## src/rtl/vc_arb_pkg.sv

```systemverilog
// ---------------------------------------------------------------------------
// vc_arb_pkg
// Shared types and defaults for the virtual-channel arbitration-table
// sequencer: the sequencer state enum, default parameter values and the
// function that produces the reset-time table pattern.
// ---------------------------------------------------------------------------
package vc_arb_pkg;

    typedef enum logic {
        S_SCAN  = 1'b0,
        S_GRANT = 1'b1
    } state_e;

    localparam int NUM_VC_DEF      = 4;
    localparam int VC_W_DEF        = 2;
    localparam int TABLE_DEPTH_DEF = 64;
    localparam int ADDR_W_DEF      = 6;
    localparam int SKIP_EMPTY_DEF  = 1;

    // Reset pattern: entry i holds VC (i % num_vc), a plain round-robin.
    function automatic int default_entry(input int idx, input int num_vc);
        return idx % num_vc;
    endfunction

endpackage

```

## src/rtl/vc_table_mem.sv

```systemverilog
// ---------------------------------------------------------------------------
// vc_table_mem
// Register array holding the arbitration table.
//   clk_i      : clock
//   rst_ni     : asynchronous active-low reset, loads the round-robin pattern
//   enb_i      : global enable; 0 freezes the contents
//   init_i     : bulk-load strobe, takes priority over the single write
//   table_i    : bulk image, entry i at [i*VC_W +: VC_W]
//   wr_en_i    : single-entry write strobe
//   wr_addr_i  : single-entry index (indices >= TABLE_DEPTH are dropped)
//   wr_data_i  : single-entry value
//   rd_addr_i  : combinational read index
//   rd_data_o  : entry at rd_addr_i (pre-write value during a write cycle)
// ---------------------------------------------------------------------------
module vc_table_mem
    import vc_arb_pkg::*;
#(
    parameter int NUM_VC      = NUM_VC_DEF,
    parameter int VC_W        = VC_W_DEF,
    parameter int TABLE_DEPTH = TABLE_DEPTH_DEF,
    parameter int ADDR_W      = ADDR_W_DEF
) (
    input  logic                          clk_i,
    input  logic                          rst_ni,
    input  logic                          enb_i,
    input  logic                          init_i,
    input  logic [TABLE_DEPTH*VC_W-1:0]   table_i,
    input  logic                          wr_en_i,
    input  logic [ADDR_W-1:0]             wr_addr_i,
    input  logic [VC_W-1:0]               wr_data_i,
    input  logic [ADDR_W-1:0]             rd_addr_i,
    output logic [VC_W-1:0]               rd_data_o
);

    logic [VC_W-1:0] mem_q [TABLE_DEPTH];
    logic            wr_ok;

    assign wr_ok = wr_en_i && (int'(wr_addr_i) < TABLE_DEPTH);

    always_ff @(posedge clk_i or negedge rst_ni) begin
        if (!rst_ni) begin
            for (int i = 0; i < TABLE_DEPTH; i++) begin
                mem_q[i] <= VC_W'(default_entry(i, NUM_VC));
            end
        end else if (enb_i) begin
            if (init_i) begin
                for (int i = 0; i < TABLE_DEPTH; i++) begin
                    mem_q[i] <= table_i[i*VC_W +: VC_W];
                end
            end else if (wr_ok) begin
                mem_q[wr_addr_i] <= wr_data_i;
            end
        end
    end

    // The read is combinational from the registers, so a same-cycle write
    // to the scanned entry is only visible from the following cycle.
    assign rd_data_o = mem_q[rd_addr_i];

endmodule

```

## src/rtl/vc_arb_table_seq.sv

```systemverilog
// ---------------------------------------------------------------------------
// vc_arb_table_seq
// Arbitration-table sequencer: walks a TABLE_DEPTH-entry table of VC numbers
// and issues one grant per valid/ready handshake. With SKIP_EMPTY=1 entries
// whose VC has no pending request are skipped.
//   clk         : clock
//   rst         : asynchronous active-low reset
//   enb         : global enable; 0 freezes state and outputs
//   init        : bulk-load strobe (table <= table_in, pointer to 0)
//   table_in    : bulk image, entry i at [i*VC_W +: VC_W]
//   wr_en       : single-entry write; wr_addr / wr_data give index and value
//   vc_req      : pending request per VC
//   grant_ready : downstream accepts the current grant
//   grant_valid : grant available; grant_vc / grant_addr stable while high
//   lap_done    : one-cycle pulse when the pointer wraps to 0
// ---------------------------------------------------------------------------
module vc_arb_table_seq
    import vc_arb_pkg::*;
#(
    parameter int NUM_VC      = NUM_VC_DEF,
    parameter int VC_W        = VC_W_DEF,
    parameter int TABLE_DEPTH = TABLE_DEPTH_DEF,
    parameter int ADDR_W      = ADDR_W_DEF,
    parameter int SKIP_EMPTY  = SKIP_EMPTY_DEF
) (
    input  logic                          clk,
    input  logic                          rst,
    input  logic                          enb,
    input  logic                          init,
    input  logic [TABLE_DEPTH*VC_W-1:0]   table_in,
    input  logic                          wr_en,
    input  logic [ADDR_W-1:0]             wr_addr,
    input  logic [VC_W-1:0]               wr_data,
    input  logic [NUM_VC-1:0]             vc_req,
    input  logic                          grant_ready,
    output logic                          grant_valid,
    output logic [VC_W-1:0]               grant_vc,
    output logic [ADDR_W-1:0]             grant_addr,
    output logic                          lap_done
);

    localparam int REQ_W = 2**VC_W;

    state_e              state_q, state_d;
    logic [ADDR_W-1:0]   ptr_q, ptr_d;
    logic                gv_q, gv_d;
    logic [VC_W-1:0]     gvc_q, gvc_d;
    logic [ADDR_W-1:0]   gaddr_q, gaddr_d;
    logic                lap_q, lap_d;

    logic [VC_W-1:0]     entry;
    logic [REQ_W-1:0]    req_pad;
    logic                entry_ok;
    logic                scan_en;
    logic                hit;
    logic                ptr_wrap;
    logic [ADDR_W-1:0]   ptr_next;

    vc_table_mem #(
        .NUM_VC      (NUM_VC),
        .VC_W        (VC_W),
        .TABLE_DEPTH (TABLE_DEPTH),
        .ADDR_W      (ADDR_W)
    ) u_mem (
        .clk_i     (clk),
        .rst_ni    (rst),
        .enb_i     (enb),
        .init_i    (init),
        .table_i   (table_in),
        .wr_en_i   (wr_en),
        .wr_addr_i (wr_addr),
        .wr_data_i (wr_data),
        .rd_addr_i (ptr_q),
        .rd_data_o (entry)
    );

    // Pad the request vector to the full entry range so any entry value can
    // index it; entries >= NUM_VC are rejected separately by entry_ok.
    assign req_pad  = REQ_W'(vc_req);
    assign entry_ok = int'(entry) < NUM_VC;
    assign hit      = entry_ok && ((SKIP_EMPTY == 0) || req_pad[entry]);
    // With skipping enabled and nothing requested the pointer parks.
    assign scan_en  = (SKIP_EMPTY == 0) || (|vc_req);
    assign ptr_wrap = (ptr_q == ADDR_W'(TABLE_DEPTH - 1));
    assign ptr_next = ptr_wrap ? '0 : ptr_q + 1'b1;

    // State register
    always_ff @(posedge clk or negedge rst) begin
        if (!rst) begin
            state_q <= S_SCAN;
        end else begin
            state_q <= state_d;
        end
    end

    // Next-state logic
    always_comb begin
        state_d = state_q;
        if (enb) begin
            if (init) begin
                state_d = S_SCAN;
            end else begin
                case (state_q)
                    S_SCAN:  if (scan_en && hit) state_d = S_GRANT;
                    S_GRANT: if (grant_ready)    state_d = S_SCAN;
                    default: state_d = S_SCAN;
                endcase
            end
        end
    end

    // Output / datapath next values
    always_comb begin
        ptr_d   = ptr_q;
        gv_d    = gv_q;
        gvc_d   = gvc_q;
        gaddr_d = gaddr_q;
        lap_d   = 1'b0;
        if (enb) begin
            if (init) begin
                ptr_d = '0;
                gv_d  = 1'b0;
            end else begin
                case (state_q)
                    S_SCAN: begin
                        if (scan_en) begin
                            ptr_d = ptr_next;
                            lap_d = ptr_wrap;
                            if (hit) begin
                                gv_d    = 1'b1;
                                gvc_d   = entry;
                                gaddr_d = ptr_q;
                            end
                        end
                    end
                    S_GRANT: begin
                        if (grant_ready) gv_d = 1'b0;
                    end
                    default: ;
                endcase
            end
        end
    end

    always_ff @(posedge clk or negedge rst) begin
        if (!rst) begin
            ptr_q   <= '0;
            gv_q    <= 1'b0;
            gvc_q   <= '0;
            gaddr_q <= '0;
            lap_q   <= 1'b0;
        end else begin
            ptr_q   <= ptr_d;
            gv_q    <= gv_d;
            gvc_q   <= gvc_d;
            gaddr_q <= gaddr_d;
            lap_q   <= lap_d;
        end
    end

    assign grant_valid = gv_q;
    assign grant_vc    = gvc_q;
    assign grant_addr  = gaddr_q;
    assign lap_done    = lap_q;

endmodule

```

## config.mk

```make
export PLATFORM = sky130hd
export DESIGN_NAME = vc_arb_table_seq
export DESIGN_NICKNAME = d
export VERILOG_FILES = /design/src/rtl/vc_arb_pkg.sv /design/src/rtl/vc_table_mem.sv /design/src/rtl/vc_arb_table_seq.sv
export SDC_FILE = /design/constraint.sdc
export NUM_CORES = 1
export LEC_CHECK = 0
export CAP_MARGIN = 10
export CORE_MARGIN = 5
export CORE_UTILIZATION = 30
export DETAILED_ROUTE_END_ITERATION = 10
export GPL_TIMING_DRIVEN = 0
export PLACE_DENSITY_LB_ADDON = 0.05
export SLEW_MARGIN = 0
export SYNTH_ARGS = -nofsm -noshare
export SYNTH_HDL_FRONTEND = slang
export SYNTH_SLANG_ARGS = --single-unit
```

## constraint.sdc

```tcl
create_clock -name clk -period 2.73 [get_ports clk]
set_clock_uncertainty 0.05 [all_clocks]
set_input_delay 0.546 -clock clk [delete_from_list [all_inputs] [get_ports clk]]
set_output_delay 0.546 -clock clk [all_outputs]
set_load 0.05 [all_outputs]
```

Word-level counts from Yosys, hierarchy flattened. Cells that the tools add are included. Widths: inputs -> output; s select.

Add/subtract/negate cells: 1. Bitwise gates (word level): 4. Equality and inequality tests: 5. Reduce and logical (&&, ||, !) cells: 9. Muxes and demuxes: 27. $lt $le $gt $ge: 4.

Operator list (count): $mux 128 (2); $bwmux 128 (1); $mux 6 (4); $ge 7x7->1 const B (2); $not 6->7 (2); $bmux 2 s6 (1); $demux 2 s6 (1); $mux 1 (12); $ne 3x3->1 const B (3); $lt 7x1->1 const B (1); $add 6x1->6 const B (1); $eq 6x6->1 const B (1); $mux 2 (3); $reduce_and 5->1 (1); $pmux 1 s2 (2); $reduce_and 4->1 (1); $reduce_bool 2->1 (2); $reduce_or 4->1 (1); $lt 2x3->1 const B (1); $reduce_and 3->1 (1); $bmux 1 s2 (1); $logic_and 1x1->1 (2); $ne 2x2->1 const B (1); $not 1->1 (2); $reduce_and 2->1 (1).

Bits in registers: 145. Word-level logic and storage cells: 120. Input port bits: 146.

Logic depth before layout (Yosys ltp). Gate-level depths: netlist of run 1.

Depth after elaboration: 10. Gate-level depth with buffers: 11. Depth with buffers taken out: 8.

Cells and area by module. A second synthesis of run 1 with hierarchy kept.

Cell total of the unflattened synthesis: 1042. Area, all modules: 9255.1 µm².

By module, submodules not included: vc_table_mem (area each 8385.5 µm², instances 1, cells each 963, seq. area each 3283.1 µm²); vc_arb_table_seq (area each 869.6 µm², instances 1, cells each 79, seq. area each 425.4 µm²).

Worst setup path after synthesis of run 1. Ideal clock, no wire load.

Kind: register -> register. Start point: register ptr_q[0]. End point: register gaddr_q[0] (netlist: grant_addr[0]). Period minus slack after synthesis: 2.796 ns. Data arrival time: 2.621 ns. Buffers on the path: 2. Setup slack: -0.066 ns. Cell stages (with the launch flop): 11. Required time: 2.555 ns. Setup time: 0.125 ns. Cells stage by stage: dfrtp_1 > buf_6 > buf_12 > mux4_2 > mux2_2 > a211oi_1 > o21ai_0 > and3_1 > nand2b_1 > o22ai_4 > mux2_4.

Longest elaborated chain between the ends: 7.

RTL lines: from (decl) (line vc_arb_table_seq.sv:45) `logic [ADDR_W-1:0] ptr_q, ptr_d;`; from (signal assigned) (line vc_arb_table_seq.sv:153) `ptr_q <= ptr_d;`; $not 6->7 (implied by the code) (line vc_table_mem.sv:58) `assign rd_data_o = mem_q[rd_addr_i];`; $bmux 2 s6 (line vc_table_mem.sv:58); $mux 2 (implied by the code) (2 in series) (line vc_table_mem.sv:58); $bmux 1 s2 (line vc_arb_table_seq.sv:81) `assign hit = entry_ok && ((SKIP_EMPTY == 0) || req_pad[entry]);`; $mux 1 (implied by the code) (line vc_arb_table_seq.sv:81); $reduce_and 5->1 (no source line); to (signal assigned) (line vc_arb_table_seq.sv:156) `gaddr_q <= gaddr_d;`; to (decl) (line vc_arb_table_seq.sv:48) `logic [ADDR_W-1:0] gaddr_q, gaddr_d;`.

Parallel ways exist; a longest one is shown, timed or not. The select of a mux whose other input is x is not followed. A chain may end at the register's enable or synchronous reset.

Worst setup path after layout of run 1.
Start point: register ptr_q[0]. End point: register gaddr_q[2] (netlist: grant_addr[2]).

Longest elaborated chain between the ends: 7.

RTL lines (line): $not 6->7 (implied by the code) (vc_table_mem.sv:58); $bmux 2 s6 (vc_table_mem.sv:58); $mux 2 (implied by the code) (2 in series) (vc_table_mem.sv:58); $bmux 1 s2 (vc_arb_table_seq.sv:81); $mux 1 (implied by the code) (vc_arb_table_seq.sv:81); $reduce_and 5->1 (no source line).

Every way passes these cells. The select of a mux whose other input is x is not followed.

==> out/metrics.csv, run 1 <==
metric,value,unit
synth-main-ff-cell,dfrtp_1,
final_antenna_net_count,0,
status,"finished, violations left",
worst-path-max-fanout,6,
synthTopCellsByArea,"dfrtp_1, dfstp_2, a21oi_1, o21ai_0, mux2i_1",
start_util,30.3,%
root_buffer,clkbuf_16,
wl_per_cell,24.1,um
drc_errors,0,
antenna-diode-count,0,
clock-sinks,145,
dp.cells,1612,
globalplace.congestion,0.870,
synth-async-reset-ratio,100,%
drt-vias-per-instance,5.46,
die_h,182,um
fin_crit_sh,110,%
max_slew.worst_pin.slew,1.28,ns
routed_wl,40100,um
finalMaxSlewViolations,0,
power,8.49,mW
place_area,0.0110,mm^2
violations,setup timing,
period_needed,3.01,ns
row_count,63,
grt_first_pass_wirelength,57700,um
die_w,182,um
synth_top_cell_area_share,22.7,%
grt_max_degree,107,
end_kind,flop,
vias,9091,
antenna_found_initial,0,
grt_pass1_vias,8935,
start_kind,flop,
multi_input_area,0.00498,mm^2
n_fill_cell,3090,
stdcell_area,0.0120,mm^2
pin_count,156,
reg2reg_slack,-0.28,ns
hold_viol_final,0,
synthesis.nets,1216,
yosys.area.top_type,dfrtp_1,
yosysSeqAreaShare,41.6,%
ys_types,48,
io_buffers,149,
crit_type,reg -> reg,
synth_edf_count,0,
tritoncts,built,
syn_inst,1069,
cp.arrival,3.27,ns
seq_area,0.00371,mm^2
dp_hpwl,29000,um
cp.required,2.99,ns
fmax,332,MHz
grt_overflow,0,
clock_path_buffers,2,
clkSlewWorstSetupHoldPaths,0.07,ns
setup_viol,9,
max_cap_viol_count,0,
core,0.0295,mm^2
cts_buffers,17,
timing.final.ws_setup,-0.279,ns
p_per_area,707,mW/mm^2
drtIter0Drc,735,
instances_no_fill,1665,
firstDrtPassIters,5,
cts-htree-levels,4,
irDropWorstVdd,408,uV
drive_gt1_share,16.2,%
synth-seq-cells,145,
die_area,0.0333,mm^2
synthToLayoutAreaGrowth,34.5,%
synth_area,0.00892,mm^2
slew_headroom,14.7,%
nNetsFinal,1409,
clock_latency,0.43,ns
gr-usage-all-layers,23.3,%
hold_path_class,reg -> reg,
final_common_cell,a21oi_1,
grt_setup_unrepaired,true,
yosys_warnings,0,
power.leakage,4.51,nW
syn_avg_cell_area,8.35,um^2
final_cell_mix,"a21oi_1, o21ai_0, clkdlybuf4s50_1",
cells in the mapped netlist, drive strengths merged (6+ instances only):
| cell type | count |
|---|---|
| buf | 15 |
| a21oi | 202 |
| nor3 | 7 |
| mux2i | 66 |
| nor2b | 17 |
| mux2 | 8 |
| nor2 | 111 |
| nand2 | 131 |
| o21ai | 178 |
| dfrtp | 81 |
| dfstp | 64 |
| a22oi | 36 |
| clkbuf | 73 |
| mux4 | 16 |
| and2 | 10 |
| nor3b | 6 |
where the power goes:
group | internal [mW] | switching [mW]
clock | 1.35 | 1.02
combinational | 1.48 | 1.76
sequential | 2.62 | 0.261
total | 5.44 | 3.05
cells by family (layout without fill, tap and decap cells):
family,count (synthesis),after routing,share of synthesized area [%]
compound gates,433,433,26.1
simple gates,307,307,14.8
flops,145,145,41.6
buf+inv,92,298,4.31
mux,90,90,13.0
fa+ha+maj,1,1,0.140
xor+xnor,1,1,0.0982
worst max-delay path, cell delays in order, from the launching register on:
cell	delay [ns]
dfrtp_1	0.37
buf_6	0.17
buf_12	0.15
mux4_2	0.51
mux2_4	0.32
o32ai_4	0.12
o31ai_4	0.12
o41ai_4	0.07
buf_6	0.18
mux2i_4	0.27
o22ai_4	0.12
buf_12	0.15
mux2_4	0.28
timing repair:
item                                   4_1_cts  5_1_grt
resized for setup                           49       43
buffers inserted                            11       11
cloned                                       0        1
endpoints found under the hold margin       25        0
hold buffers                                 1        0
setup endpoints to repair                  139       95
pin swaps                                    7        7
worst paths after layout:
kind                             startpoint               end  depth (start not counted)
worst max-delay path               ptr_q[0]     grant_addr[2]                         12
worst min-delay path            grant_valid       grant_valid                          1
worst max register to register     ptr_q[0]     grant_addr[2]                         12
min in group asynchronous               rst  u_mem.mem_q[122]                          2
max in group asynchronous               rst   u_mem.mem_q[79]                          3
worst min register to register  grant_valid       grant_valid                          1
final cells by class:
| type | count | share of cell area [%] |
|---|---|---|
| Sequential cell | 145 | 30.9 |
| Tap cell | 390 | 4.07 |
| Clock inverter | 13 | 1.16 |
| Buffer | 87 | 3.94 |
| Timing Repair Buffer | 175 | 14.7 |
| Inverter | 4 | 0.125 |
| Multi-Input combinational cell | 832 | 41.5 |
| Clock buffer | 19 | 3.61 |
metrics by stage:
stage	worst slack [ns]	setup TNS, ns	hold WS (ns)	util, %
2_1_floorplan	-0.00671	-0.0403	0.200	-
3_3_place_gp	-5.68	-815.68	0.415	37.0
3_5_place_dp	-1.09	-124.89	0.403	37.3
4_1_cts	-0.292	-2.42	0.439	40.1
5_1_grt	-0.366	-3.14	0.464	40.7
6_report	-0.279	-2.33	0.436	40.7
metal layers:
| metal | track usage, % | share of wire, % | up-vias |
|---|---|---|---|
| li1 | - | - | 4226 |
| met2 | 37.3 | 46 | 357 |
| met3 | 3.85 | 6.2 | 57 |
| met1 | 32.7 | 45 | 4451 |
| met4 | 6.63 | 2.5 | 0 |
| met5 | 0 | 0 | - |
flip-flops by register name, indices dropped and copies added, names as in the netlist:
signal,count
grant_valid,1
lap_done,1
grant_vc,2
ptr_q,6
state_q,1
u_mem.mem_q,128
grant_addr,6
(Power assumes the default switching activity.)
==> run 2: changes to the inputs <==
--- a/config.mk
+++ b/config.mk
@@ -6,10 +6,11 @@
 export NUM_CORES = 1
 export LEC_CHECK = 0
 export CAP_MARGIN = 10
-export CORE_MARGIN = 5
+export CORE_MARGIN = 3
 export CORE_UTILIZATION = 30
 export DETAILED_ROUTE_END_ITERATION = 10
 export GPL_TIMING_DRIVEN = 0
+export MAX_ROUTING_LAYER = met4
 export PLACE_DENSITY_LB_ADDON = 0.05
 export SLEW_MARGIN = 0
 export SYNTH_ARGS = -nofsm -noshare
==> out/metrics.csv, run 2 (same netlist as run 1, synthesis figures left out) <==
metric,value,unit,change
status,"finished, violations left",,unchanged
violations,setup timing,,unchanged
synthToLayoutAreaGrowth,35.8,%,was 34.5%
grt_pass1_vias,8987,,was 8935
cts-htree-levels,4,,unchanged
drt-vias-per-instance,5.46,,about the same
place_area,0.0110,mm^2,about the same
cp.arrival,3.26,ns,was 3.27 ns
hold_slack,0.441,ns,was 0.436 ns
grt_first_pass_wirelength,58600,um,was 57700 um
switching_share,34.5,%,was 35.9%
stdcell_area,0.0121,mm^2,was 0.0120 mm^2
wl_per_cell,24.2,um,was 24.1 um
gr-usage-all-layers,26.0,%,was 23.3%
cp.required,2.99,ns,about the same
clock-sinks,145,,unchanged
grt_setup_unrepaired,true,,unchanged
pin_count,156,,unchanged
max_slew.worst_pin.slew,1.35,ns,was 1.28 ns
firstDrtPassIters,5,,unchanged
hold_path_class,reg -> reg,,unchanged
fin_crit_sh,110,%,about the same
nNetsFinal,1408,,was 1409
row_count,62,,was 63
grt_max_degree,98,,was 107
die_h,178,um,was 182 um
tns,-1.95,ns,was -2.33 ns
p_seq_share,32.4,%,was 33.9%
vias,9051,,was 9091
worst-path-max-fanout,6,,unchanged
end_kind,flop,,unchanged
max_cap_viol_count,0,,unchanged
tritoncts,built,,unchanged
slew_headroom,9.69,%,was 14.7%
final_antenna_net_count,0,,unchanged
clkSlewWorstSetupHoldPaths,0.07,ns,about the same
core,0.0290,mm^2,was 0.0295 mm^2
final_common_cell,a21oi_1,,unchanged
routed_wl,40100,um,about the same
die_area,0.0318,mm^2,was 0.0333 mm^2
start_util,30.8,%,was 30.3%
power.switching,3.05,mW,about the same
clock_latency,0.44,ns,was 0.43 ns
drc_errors,0,,unchanged
crit_type,reg -> reg,,unchanged
die_w,178,um,was 182 um
globalplace.congestion,0.890,,was 0.870
period_needed,3.00,ns,was 3.01 ns
dp_hpwl,28500,um,was 29000 um
irDropWorstVdd,435,uV,was 408 uV
clock_path_buffers,2,,unchanged
grt_overflow,0,,unchanged
io_buffers,149,,unchanged
pwr-share-clk,30.3,%,was 28.0%
top_register,u_mem.mem_q,,unchanged
power.leakage,4.56,nW,was 4.51 nW
drive_gt1_share,16.5,%,was 16.2%
n_fill_cell,3011,,was 3090
antenna_found_initial,0,,unchanged
power.internal,5.81,mW,was 5.44 mW
p_per_area,731,mW/mm^2,was 707 mW/mm^2
dp_slack,-1.10,ns,was -1.09 ns
power_frac_comb,37.3,%,was 38.2%
fin_util,41.8,%,was 40.7%
fmax,334,MHz,was 332 MHz
finalMaxSlewViolations,0,,unchanged
setup_viol,9,,unchanged
hold_viol_final,0,,unchanged
root_buffer,clkbuf_16,,unchanged
cts_buffers,17,,unchanged
start_kind,flop,,unchanged
final_cell_mix,"a21oi_1, o21ai_0, clkdlybuf4s50_1",,unchanged
timing.final.ws_setup,-0.268,ns,was -0.279 ns
drtIter0Drc,631,,was 735
largest_register_ffs,128,,unchanged
-- run 2: cell types whose count changed in the layout (fill, tap and decap cells not counted), moves of 4 or more --
cell        change
buf_4           -6
buf_6           +5
clkinvlp_4      -5
mux2i_1         -4
-- run 2: worst paths after layout --
path	end	cells past startpoint	startpoint	slack [ns]
worst min-delay path	grant_valid	1	grant_valid	0.44
max in group asynchronous	u_mem.mem_q[51]	3	rst	1.16
worst max-delay path	grant_addr[3]	12	ptr_q[0]	-0.27
worst min register to register	grant_valid	1	grant_valid	0.44
min in group asynchronous	u_mem.mem_q[127]	2	rst	0.58
worst max register to register	grant_addr[3]	12	ptr_q[0]	-0.27
-- run 2: worst max-delay path, stage by stage, from the launching register on --
cell and delay, ns:
dfrtp_1 0.36, buf_6 0.15, buf_12 0.15, mux4_2 0.51
mux2_4 0.31, o32ai_4 0.13, o31ai_4 0.12, o41ai_4 0.07
buf_6 0.18, mux2i_4 0.27, o22ai_4 0.12, buf_6 0.15
mux2_4 0.28
-- run 2: area by class of cell --
type / count / area, um^2 / share of cell area [%]
Multi-Input combinational cell: 832 / 5000 / 41.2
Timing Repair Buffer: 176 / 1800 / 14.9
Inverter: 4 / 15.0 / 0.124
Buffer: 85 / 470 / 3.88
Clock inverter: 8 / 176 / 1.46
Antenna cell: 1 / 2.50 / 0.0206
Tap cell: 384 / 480 / 3.96
Sequential cell: 145 / 3710 / 30.6
Clock buffer: 23 / 468 / 3.86
-- run 2: timing repair --
| item | 4_1_cts | 5_1_grt |
|---|---|---|
| setup endpoints to repair | 139 | 83 |
| hold buffers | 1 | 0 |
| pin swaps | 9 | 3 |
| cloned | 1 | 0 |
| resized for setup | 73 | 35 |
| endpoints found under the hold margin | 17 | 0 |
| setup buffers | 17 | 2 |
-- run 2: per-stage QoR --
step	instances	power (mW)
floorplan	1069	4.50
global placement	1602	5.61
detailed placement	1608	5.64
CTS	1658	8.82
global route	1657	9.23
finish	1658	8.86
-- run 2: metal layers --
metal / part of all wire [%] / vias up / global-route usage, %
met3: 5.8 / 54 / 3.64
met2: 46 / 319 / 40.1
met1: 46 / 4467 / 35.9
li1: - / 4211 / -
met4: 2.1 / 0 / 7.01
met5: 0 / - / -
-- run 2: power groups by stage --
stage	Sequential [mW]	Combinational, mW	Clock (mW)
after CTS	2.87	3.25	2.71
after global routing	2.91	3.51	2.81
after floorplan	2.95	1.55	0
after detailed placement	2.89	2.75	0
after global placement	2.89	2.72	0
final	2.87	3.30	2.69
